<file path="src/rtl/repeater_arbiter_pkg.sv">
// Shared definitions for the hub repeat-path arbiter.
// Contents: FSM state encoding, default timing constants and a popcount helper
// that only distinguishes zero, one and two-or-more set bits.
package repeater_arbiter_pkg;

  typedef enum logic [1:0] {
    StIdle    = 2'd0,
    StRepeat  = 2'd1,
    StCollide = 2'd2
  } state_e;

  // 96 bit times at 125 MHz.
  localparam int unsigned DefaultJamMin       = 120;
  // 5 ms at 125 MHz.
  localparam int unsigned DefaultJabberCycles = 625000;
  localparam int unsigned MaxPorts            = 16;

  // Returns 0, 1 or 2 (2 meaning "two or more").
  function automatic logic [1:0] popcount_sat2(input logic [MaxPorts-1:0] vec);
    logic [1:0] cnt;
    cnt = 2'd0;
    for (int i = 0; i < MaxPorts; i++) begin
      if (vec[i]) cnt = (cnt == 2'd0) ? 2'd1 : 2'd2;
    end
    return cnt;
  endfunction

endpackage

</file>
<file path="src/rtl/repeater_arbiter.sv">
// Repeat-path arbiter for a multi-port 100BASE-X hub.
// Picks the single active port as repeat source, jams on collision for at least
// JAM_MIN cycles and isolates a source that repeats for JABBER_CYCLES cycles.
// Ports:
//   i_clk, i_rst        hub core clock, synchronous active-high reset
//   i_rx_active         per-port carrier from the PCS receive side
//   i_link_status       per-port link up
//   o_grant             one-hot repeat source while repeating, else 0
//   o_tx_enable         ports that transmit the repeat path
//   o_jam               send jam pattern instead of repeated data
//   o_collision         collision in progress
//   o_transmitting      repeating or colliding (LED status)
//   o_jabbered          per-port isolation flags
// All outputs are registered and reflect the state entered at the last edge.
module repeater_arbiter
  import repeater_arbiter_pkg::*;
#(
  parameter int unsigned PORT_COUNT    = 4,
  parameter int unsigned JAM_MIN       = DefaultJamMin,
  parameter int unsigned JABBER_CYCLES = DefaultJabberCycles
) (
  input  logic                  i_clk,
  input  logic                  i_rst,
  input  logic [PORT_COUNT-1:0] i_rx_active,
  input  logic [PORT_COUNT-1:0] i_link_status,
  output logic [PORT_COUNT-1:0] o_grant,
  output logic [PORT_COUNT-1:0] o_tx_enable,
  output logic                  o_jam,
  output logic                  o_collision,
  output logic                  o_transmitting,
  output logic [PORT_COUNT-1:0] o_jabbered
);

  localparam int unsigned SrcW = $clog2(PORT_COUNT);
  localparam int unsigned JamW = (JAM_MIN > 1) ? $clog2(JAM_MIN) : 1;
  localparam int unsigned JabW = (JABBER_CYCLES > 1) ? $clog2(JABBER_CYCLES) : 1;
  localparam logic [JamW-1:0] JamLast = JamW'(JAM_MIN - 1);
  localparam logic [JabW-1:0] JabLast = JabW'(JABBER_CYCLES - 1);

  state_e                r_state, w_state_d;
  logic [SrcW-1:0]       r_src, w_src_d;
  logic [JabW-1:0]       r_jab_cnt, w_jab_cnt_d;
  logic [JamW-1:0]       r_jam_cnt, w_jam_cnt_d;
  logic [PORT_COUNT-1:0] r_jabbered, w_jabbered_d, w_jab_set;
  logic [PORT_COUNT-1:0] w_eligible, w_src_onehot, w_others;
  logic [PORT_COUNT-1:0] w_grant_d, w_tx_enable_d;
  logic [SrcW-1:0]       w_first_idx;
  logic [1:0]            w_n;

  assign w_eligible   = i_rx_active & i_link_status & ~r_jabbered;
  assign w_n          = popcount_sat2(MaxPorts'(w_eligible));
  assign w_src_onehot = PORT_COUNT'(1) << r_src;
  assign w_others     = w_eligible & ~w_src_onehot;

  // Only used when exactly one port is eligible, so search order is irrelevant.
  always_comb begin
    w_first_idx = '0;
    for (int i = PORT_COUNT - 1; i >= 0; i--) begin
      if (w_eligible[i]) w_first_idx = SrcW'(i);
    end
  end

  always_comb begin
    w_state_d   = r_state;
    w_src_d     = r_src;
    w_jab_cnt_d = r_jab_cnt;
    w_jam_cnt_d = r_jam_cnt;
    w_jab_set   = '0;
    unique case (r_state)
      StIdle: begin
        if (w_n == 2'd1) begin
          w_state_d   = StRepeat;
          w_src_d     = w_first_idx;
          w_jab_cnt_d = '0;
        end else if (w_n == 2'd2) begin
          w_state_d   = StCollide;
          w_jam_cnt_d = '0;
        end
      end
      StRepeat: begin
        // A newcomer wins over a source drop in the same cycle.
        if (|w_others) begin
          w_state_d   = StCollide;
          w_jam_cnt_d = '0;
        end else if (!(|(w_eligible & w_src_onehot))) begin
          w_state_d = StIdle;
        end else if (r_jab_cnt == JabLast) begin
          w_jab_set = w_src_onehot;
          w_state_d = StIdle;
        end else begin
          w_jab_cnt_d = r_jab_cnt + JabW'(1);
        end
      end
      StCollide: begin
        if (r_jam_cnt != JamLast) w_jam_cnt_d = r_jam_cnt + JamW'(1);
        if (w_n == 2'd0 && r_jam_cnt == JamLast) w_state_d = StIdle;
      end
      default: w_state_d = StIdle;
    endcase

    // Set first, then clear on idle carrier or link loss. A port being set is
    // eligible this cycle, so set and clear never collide.
    w_jabbered_d = (r_jabbered | w_jab_set) & i_rx_active & i_link_status;

    w_grant_d = (w_state_d == StRepeat) ? (PORT_COUNT'(1) << w_src_d) : '0;
    if (w_state_d == StIdle) begin
      w_tx_enable_d = '0;
    end else begin
      w_tx_enable_d = i_link_status & ~w_jabbered_d & ~w_grant_d;
    end
  end

  always_ff @(posedge i_clk) begin
    if (i_rst) begin
      r_state        <= StIdle;
      r_src          <= '0;
      r_jab_cnt      <= '0;
      r_jam_cnt      <= '0;
      r_jabbered     <= '0;
      o_grant        <= '0;
      o_tx_enable    <= '0;
      o_jam          <= 1'b0;
      o_collision    <= 1'b0;
      o_transmitting <= 1'b0;
    end else begin
      r_state        <= w_state_d;
      r_src          <= w_src_d;
      r_jab_cnt      <= w_jab_cnt_d;
      r_jam_cnt      <= w_jam_cnt_d;
      r_jabbered     <= w_jabbered_d;
      o_grant        <= w_grant_d;
      o_tx_enable    <= w_tx_enable_d;
      o_jam          <= (w_state_d == StCollide);
      o_collision    <= (w_state_d == StCollide);
      o_transmitting <= (w_state_d != StIdle);
    end
  end

  assign o_jabbered = r_jabbered;

  a_grant_onehot0: assert property (@(posedge i_clk) disable iff (i_rst) $onehot0(o_grant));
  a_grant_tx_excl: assert property (@(posedge i_clk) disable iff (i_rst)
                                    (o_grant & o_tx_enable) == '0);
  a_coll_jam:      assert property (@(posedge i_clk) disable iff (i_rst) o_collision |-> o_jam);
  a_coll_grant:    assert property (@(posedge i_clk) disable iff (i_rst)
                                    !(o_collision && (|o_grant)));

endmodule

</file>
<file path="config.mk">
export PLATFORM = sky130hd
export DESIGN_NAME = repeater_arbiter
export DESIGN_NICKNAME = d
export VERILOG_FILES = /design/src/rtl/repeater_arbiter_pkg.sv /design/src/rtl/repeater_arbiter.sv
export SDC_FILE = /design/constraint.sdc
export NUM_CORES = 1
export LEC_CHECK = 0
export ABC_CLOCK_PERIOD_IN_PS = 2800
export BUFFER_PORTS_ARGS = -buffer_cell sky130_fd_sc_hd__buf_2
export CAP_MARGIN = 20
export CORE_MARGIN = 4
export CORE_UTILIZATION = 30
export DETAILED_ROUTE_END_ITERATION = 8
export PLACE_DENSITY = 0.48
export SLEW_MARGIN = 30
export SYNTH_ARGS = -nofsm -noshare
export SYNTH_HDL_FRONTEND = slang
export SYNTH_SLANG_ARGS = --single-unit
</file>
<file path="constraint.sdc">
create_clock -name i_clk -period 2.8 [get_ports i_clk]
set_input_delay 0.42 -clock i_clk [delete_from_list [all_inputs] [get_ports i_clk]]
set_output_delay 0.42 -clock i_clk [all_outputs]
set_load 0.05 [all_outputs]
</file>
# Word level (Yosys, flattened, before mapping)

Index checks and enable logic that the tools add are counted.

Word-level logic and storage cells: 93
Bits in writable memories: 0
Memories: 0
Latch bits: 0
Bits in read-only memories: 0
Output and inout port bits: 15
Flip-flop bits (word level): 45

Multiplexer cells: 35
Shift operators: 2
Div/mod/pow operators: 0
Add/sub/neg operators: 2
Eq/ne operators: 17
Multiply operators: 0
$lt $le $gt $ge: 0
Bitwise operators: 13
Reduce and logical (&&, ||, !) cells: 15

Operators with widths:

| kind                                                 | count |
|---|---|
| two-way mux 20 bit                                   | 4 |
| one-hot mux 20 bit (2 select lines)                  | 1 |
| two-way mux 2 bit                                    | 18 |
| bitwise AND 4 bit                                    | 8 |
| two-way mux 7 bit                                    | 4 |
| one-hot mux 7 bit (3 select lines)                   | 1 |
| adder 20 x 1 -> 20 bit (second input constant)       | 1 |
| equality test 20 bit (second input constant)         | 1 |
| two-way mux 4 bit                                    | 5 |
| inequality test 2 bit (second input constant)        | 8 |
| NOT 4 bit                                            | 4 |
| logical NOT 2 bit                                    | 6 |
| AND reduction 5 bit                                  | 2 |
| OR reduction 4 bit                                   | 2 |
| left shift 1 x 2 -> 4 bit (first input constant)     | 2 |
| adder 7 x 1 -> 7 bit (second input constant)         | 1 |
| equality test 7 bit (second input constant)          | 1 |
| inequality test 7 bit (second input constant)        | 1 |
| equality test 2 x 1 -> 1 bit (second input constant) | 3 |
| equality test 2 bit (second input constant)          | 3 |
| one-hot mux 2 bit (3 select lines)                   | 1 |
| OR 4 bit                                             | 1 |
| nonzero test 2 bit                                   | 2 |
| nonzero test 3 bit                                   | 1 |
| 3 further kinds                                      | 3 |

# Longest topological paths before layout

Depth in word-level cells: 20
Gate-level depth with buffers: 12
Depth with buffers taken out: 9

# Least setup slack after synthesis

No wires, ideal clock.

Path type: register to register
Start point: register r_jabbered[0], in the netlist o_jabbered[0]
End point: register o_tx_enable[1]
Arrival: 2,356 ps
Buffers on the path: 2
Data required time: 2,682 ps
Cell stages (with the launch flop): 12
Slack: 327 ps
Cell sequence: dfxtp_1 nand3b_1 ha_1 inv_1 a211oi_1 o221a_2 buf_6 a31oi_4 nor2_2 or2_1 buf_6 o2111a_1

Word-level cells in the longest chain between the ends: 20
Elaborated cells on any way between the ends: 44
Classes of those cells: eq/ne (3); shift (1); mux (20); bitwise (11); reduce/logical (9)

RTL lines:

| item                                                     | RTL line                                       | text |
|---|---|---|
| start, declared                                          | repeater_arbiter.sv:44                         | `logic [PORT_COUNT-1:0] r_jabbered, w_jabbered_d, w_jab_set;` |
| start signal, assigned                                   | repeater_arbiter.sv:130                        | `r_jabbered <= w_jabbered_d;` |
| NOT 4 bit (*)                                            | repeater_arbiter.sv:50                         | `assign w_eligible = i_rx_active & i_link_status & ~r_jabbered;` |
| bitwise AND 4 bit (*)                                    | repeater_arbiter.sv:50                         |  |
| two-way mux 1 bit                                        | repeater_arbiter_pkg.sv:23                     | `if (vec[i]) cnt = (cnt == 2'd0) ? 2'd1 : 2'd2;` |
| logical NOT 2 bit                                        | repeater_arbiter_pkg.sv:23                     |  |
| two-way mux 2 bit (2 in a row)                           | repeater_arbiter_pkg.sv:23                     |  |
| logical NOT 2 bit                                        | repeater_arbiter_pkg.sv:23                     |  |
| two-way mux 2 bit (2 in a row)                           | repeater_arbiter_pkg.sv:23                     |  |
| logical NOT 2 bit                                        | repeater_arbiter_pkg.sv:23                     |  |
| two-way mux 2 bit (2 in a row)                           | repeater_arbiter_pkg.sv:23                     |  |
| equality test 2 bit or logical NOT 2 bit (tied branches) | repeater_arbiter.sv:75, repeater_arbiter.sv:96 |  |
| two-way mux 2 bit or logical AND 1 bit (tied branches)   | repeater_arbiter.sv:75, repeater_arbiter.sv:96 |  |
| two-way mux 2 bit, on equally long branches              | repeater_arbiter.sv:71, repeater_arbiter.sv:96 |  |
| one-hot mux 2 bit (3 select lines)                       | repeater_arbiter.sv:69                         | `unique case (r_state)` |
| equality test 2 x 1 -> 1 bit                             | repeater_arbiter.sv:105                        | `w_grant_d = (w_state_d == StRepeat) ? (PORT_COUNT'(1) << w_src_d) : '0;` |
| two-way mux 4 bit                                        | repeater_arbiter.sv:105                        |  |
| NOT 4 bit                                                | repeater_arbiter.sv:109                        | `w_tx_enable_d = i_link_status & ~w_jabbered_d & ~w_grant_d;` |
| bitwise AND 4 bit                                        | repeater_arbiter.sv:109                        |  |
| end signal, assigned                                     | repeater_arbiter.sv:132                        | `o_tx_enable <= w_tx_enable_d;` |
| end, declared                                            | repeater_arbiter.sv:27                         | `output logic [PORT_COUNT-1:0] o_tx_enable,` |

Mark *: on every way between the ends. The rest lies on a longest branch, timed or not.
A chain may end at the register's enable or synchronous reset.

# Worst setup path in the final report

Start point: register r_jabbered[0], in the netlist o_jabbered[0]
End point: register r_jab_cnt[19]

Word-level cells in the longest chain between the ends: 15
Elaborated cells on any way between the ends: 21
Classes of those cells: eq/ne (4); mux (7); bitwise (4); reduce/logical (6)

RTL lines:

| item                                     | RTL line                   | text |
|---|---|---|
| NOT 4 bit (*)                            | repeater_arbiter.sv:50     |  |
| bitwise AND 4 bit (*)                    | repeater_arbiter.sv:50     |  |
| two-way mux 1 bit                        | repeater_arbiter_pkg.sv:23 |  |
| logical NOT 2 bit                        | repeater_arbiter_pkg.sv:23 |  |
| two-way mux 2 bit (2 in a row)           | repeater_arbiter_pkg.sv:23 |  |
| logical NOT 2 bit                        | repeater_arbiter_pkg.sv:23 |  |
| two-way mux 2 bit (2 in a row)           | repeater_arbiter_pkg.sv:23 |  |
| logical NOT 2 bit                        | repeater_arbiter_pkg.sv:23 |  |
| two-way mux 2 bit (2 in a row)           | repeater_arbiter_pkg.sv:23 |  |
| equality test 2 x 1 -> 1 bit             | repeater_arbiter.sv:71     | `if (w_n == 2'd1) begin` |
| inequality test 2 bit (no source line)   | -                          |  |
| AND reduction 5 bit (no source line) (*) | -                          |  |
| end signal, assigned                     | repeater_arbiter.sv:128    | `r_jab_cnt <= w_jab_cnt_d;` |
| end, declared                            | repeater_arbiter.sv:42     | `logic [JabW-1:0] r_jab_cnt, w_jab_cnt_d;` |

Marks and branches as above.

==> results by group <==
Setup path
  • Max incr delay on CP: 410 ps
  • CP Capture Type: flip-flop
  • R2R Path End: r_jab_cnt[19]$_SDFFE_PP0P_
  • Worst path arrival time: 2750 ps
  • Crit-path leading delay family: compound AO/OA/AOI/OAI gates
  • Slowest stage cell on the critical path: nor3b_4
  • CP Launch Type: flip-flop
  • Worst r2r path cells: 9
  • CP max FO: 14
  • Setup CP Type: reg2reg
  • Critical path cell sequence: nand3b_1 > ha_1 > inv_1 > a211oi_1 > o221a_2 > a31oi_4 > nor3b_4 > a311o_1 > nand2_1
  • Worst EP required: 3000 ps
  • Reg-to-reg slack, setup: 250 ps
  • WP buf/inv: 1
  • FF-to-FF Start: o_jabbered[0]$_SDFF_PP0_

STA
  • Max Slew Vio Count: 0
  • Relative slew margins: 65.9%
  • Worst-margin pin slew: 511 ps
  • Final Critical Period: 2550 ps
  • Clk_skew: 6.49 ps
  • RSZ-0062 raised after global routing: no
  • TNS Setup: 0 ps
  • Crit share post-route: 91.1%
  • Fmax: 392 MHz
  • Hold Fails Final Rpt: 0
  • Setup ws final: 249 ps
  • WHS: 359 ps
  • # setup viols final: 0

Power
  • Max VDD drop: 0.000179 V
  • Lkg Pwr: 0.964 nW
  • Power per cell area: 584 nW/um^2
  • Tot Pwr: 1.57 mW

Final layout
  • Post-route cell area: 2680 sq um
  • Most frequent cells in the layout: dfxtp_1 (45), nor2_1 (35), buf_2 (24)
  • Flip-flop and latch area: 901 sq um
  • Final net count: 303
  • Layout Utilization: 34.9%
  • Multi-input gate area: 1330 sq um
  • Fin cells: 391
  • Fillers: 814
  • Leading cell type in the layout, fill and taps excluded: dfxtp_1
  • Layout cell share with drive strength beyond 1: 17.6%
  • Antenna fix cells: 0
  • Layout area overhead: 14.0%

Detailed routing
  • Via count: 1,912
  • # DRC: 0
  • Drt first pass iters: 4
  • DRT iter0 DRCs: 134
  • Routed wire per std cell: 13.3 microns
  • Routed Antenna Nets: 0
  • Drt total wl: 5.21 mm
  • Vias per Instance: 4.89

GRT
  • First-pass GRT wire length: 8.83 mm
  • Vias in the first global route: 1,829
  • Grt ovf: 0
  • Initial antenna violation count: 0
  • Pin count of the biggest net entering global routing: 20
  • Total track usage: 12.1%

Clocking
  • Post-CTS Hold Buffers: 0
  • CTS tree: done
  • Clock transition at path regs: 90 ps
  • Total CTS buffers: 5
  • # resized after CTS: 0
  • Post-CTS setup buffer count: 0
  • Clk buf depth: 2
  • H-tree level count: 2
  • Clk_lat worst skew: 300 ps
  • Sink Count: 45
  • Clock root cell: clkbuf_8

Logic synthesis
  • Synth Register Bits: 45
  • Avg Cell Area, Syn: 8.85 sq um
  • Ys async rst share: 0%
  • Cell taking the most area after synthesis: dfxtp_1
  • Mapped Area: 2350 sq um
  • Area share of the largest cell type after synthesis: 38.3%
  • Post-synth EDFFs: 0
  • Syn nets: 281
  • Ys flop type: dfxtp_1
  • Synth area leaders: dfxtp_1 (38%), xnor2_1 (6.0%), nor2_1 (5.6%), nand3_1 (3.6%), nor3_1 (3.4%)
  • Post-synthesis cell type count: 61
  • Yosys Warn Count: 0
  • Syn Inst Count: 266
  • Seq/Total Area, Yosys: 38.3%

Hold path
  • Worst hold path class: in2reg
  • Hold path cells: 3
  • Hold path endpoint: o_jabbered[0]$_SDFF_PP0_
  • Hold Crit Start: i_rx_active[0]

Floorplan
  • DIE AREA: 9330 sq um
  • Die Ht: 96.6 microns
  • # rows: 32
  • Top Ports: 25
  • DIE WIDTH: 96.6 microns
  • Core area: 7690 sq um
  • Starting Density: 30.6%

Placed design
  • Placed cell count: 383
  • GP Congestion: 0.838
  • DP HPWL: 3.83 mm
  • Placed Instance Area: 2540 sq um
  • Pre-CTS setup slack: 175 ps
  • Port buffer count: 24

Status
  • Status: complete, no violations

Run
  • Max-cap viol count: 0
how the worst max path moves through the flow:
stage | slack, ps | depth (start not counted) | from | endpoint
2_1_floorplan | 330 | 11 | o_jabbered[0]$_SDFF_PP0_ | o_tx_enable[1]$_SDFF_PP0_
3_3_place_gp | 210 | 10 | i_link_status[0] | r_jab_cnt[17]$_SDFFE_PP0P_
3_5_place_dp | 170 | 10 | i_link_status[0] | r_jab_cnt[19]$_SDFFE_PP0P_
4_1_cts | 260 | 8 | o_jabbered[0]$_SDFF_PP0_ | o_tx_enable[2]$_SDFF_PP0_
5_1_grt | 80 | 8 | o_jabbered[0]$_SDFF_PP0_ | o_tx_enable[2]$_SDFF_PP0_
6_report | 250 | 9 | o_jabbered[0]$_SDFF_PP0_ | r_jab_cnt[19]$_SDFFE_PP0P_
registers in the layout, indices dropped and copies added (netlist names):
register        flops
o_collision         1
o_jabbered          4
o_tx_enable         4
o_grant             4
r_state             2
r_jam_cnt           7
o_transmitting      1
r_jab_cnt          20
r_src               2
worst reg2reg max path, stage by stage, from the launching register on:
cell      delay (ps)
dfxtp_1          340
nand3b_1         290
ha_1             390
inv_1             60
a211oi_1         220
o221a_2          350
a31oi_4          120
nor3b_4          410
a311o_1          220
nand2_1           40
cells by family after synthesis:
logic type	share of synthesized area [%]
AO/OA/AOI/OAI	16.5
buffers and inverters	5.10
flip-flops	38.3
XOR/XNOR	7.44
AND/OR/NAND/NOR	27.9
multiplexers	2.18
adder cells (fa/ha/maj)	2.66
synthesized netlist by cell type (2+ instances only):
master,count
a211oi_1,3
a21boi_0,4
a21oi_1,7
a22oi_1,3
a311o_1,2
and2_1,2
and3_1,6
and4_1,2
buf_2,3
buf_4,4
buf_6,2
clkbuf_1,3
dfxtp_1,45
ha_1,5
inv_1,11
mux2i_1,4
nand2_1,15
nand3_1,17
nand3b_1,4
nand4_1,6
nor2_1,35
nor3_1,16
nor4_1,2
o2111a_1,4
o21ai_0,5
or2_1,2
or3_1,2
xnor2_1,16
xor2_1,4
layout make-up:
cell class                      count  area share, %
Clock buffer                        5           2.57
Clock inverter                      3           2.57
Inverter                           11           1.54
Multi-Input combinational cell    198           49.7
Sequential cell                    45           33.6
Tap cell                          102           4.76
Timing Repair Buffer               27           5.32
metal layers:
metal / vias to the layer above / GRT usage [%] / wire length [microns]
met1: 879 / 16.3 / 2550
met4: 0 / 4.21 / 106
met5: - / 0 / 0
met2: 33 / 19.1 / 2350
li1: 992 / - / -
met3: 8 / 2.32 / 194
where the power goes:
part	leakage [nW]	internal (mW)	switching, mW
registers	0.365	0.667	0.0238
logic	0.531	0.0816	0.195
clock network	0.0687	0.359	0.240
total	0.964	1.11	0.458
(Power assumes the default switching activity.)
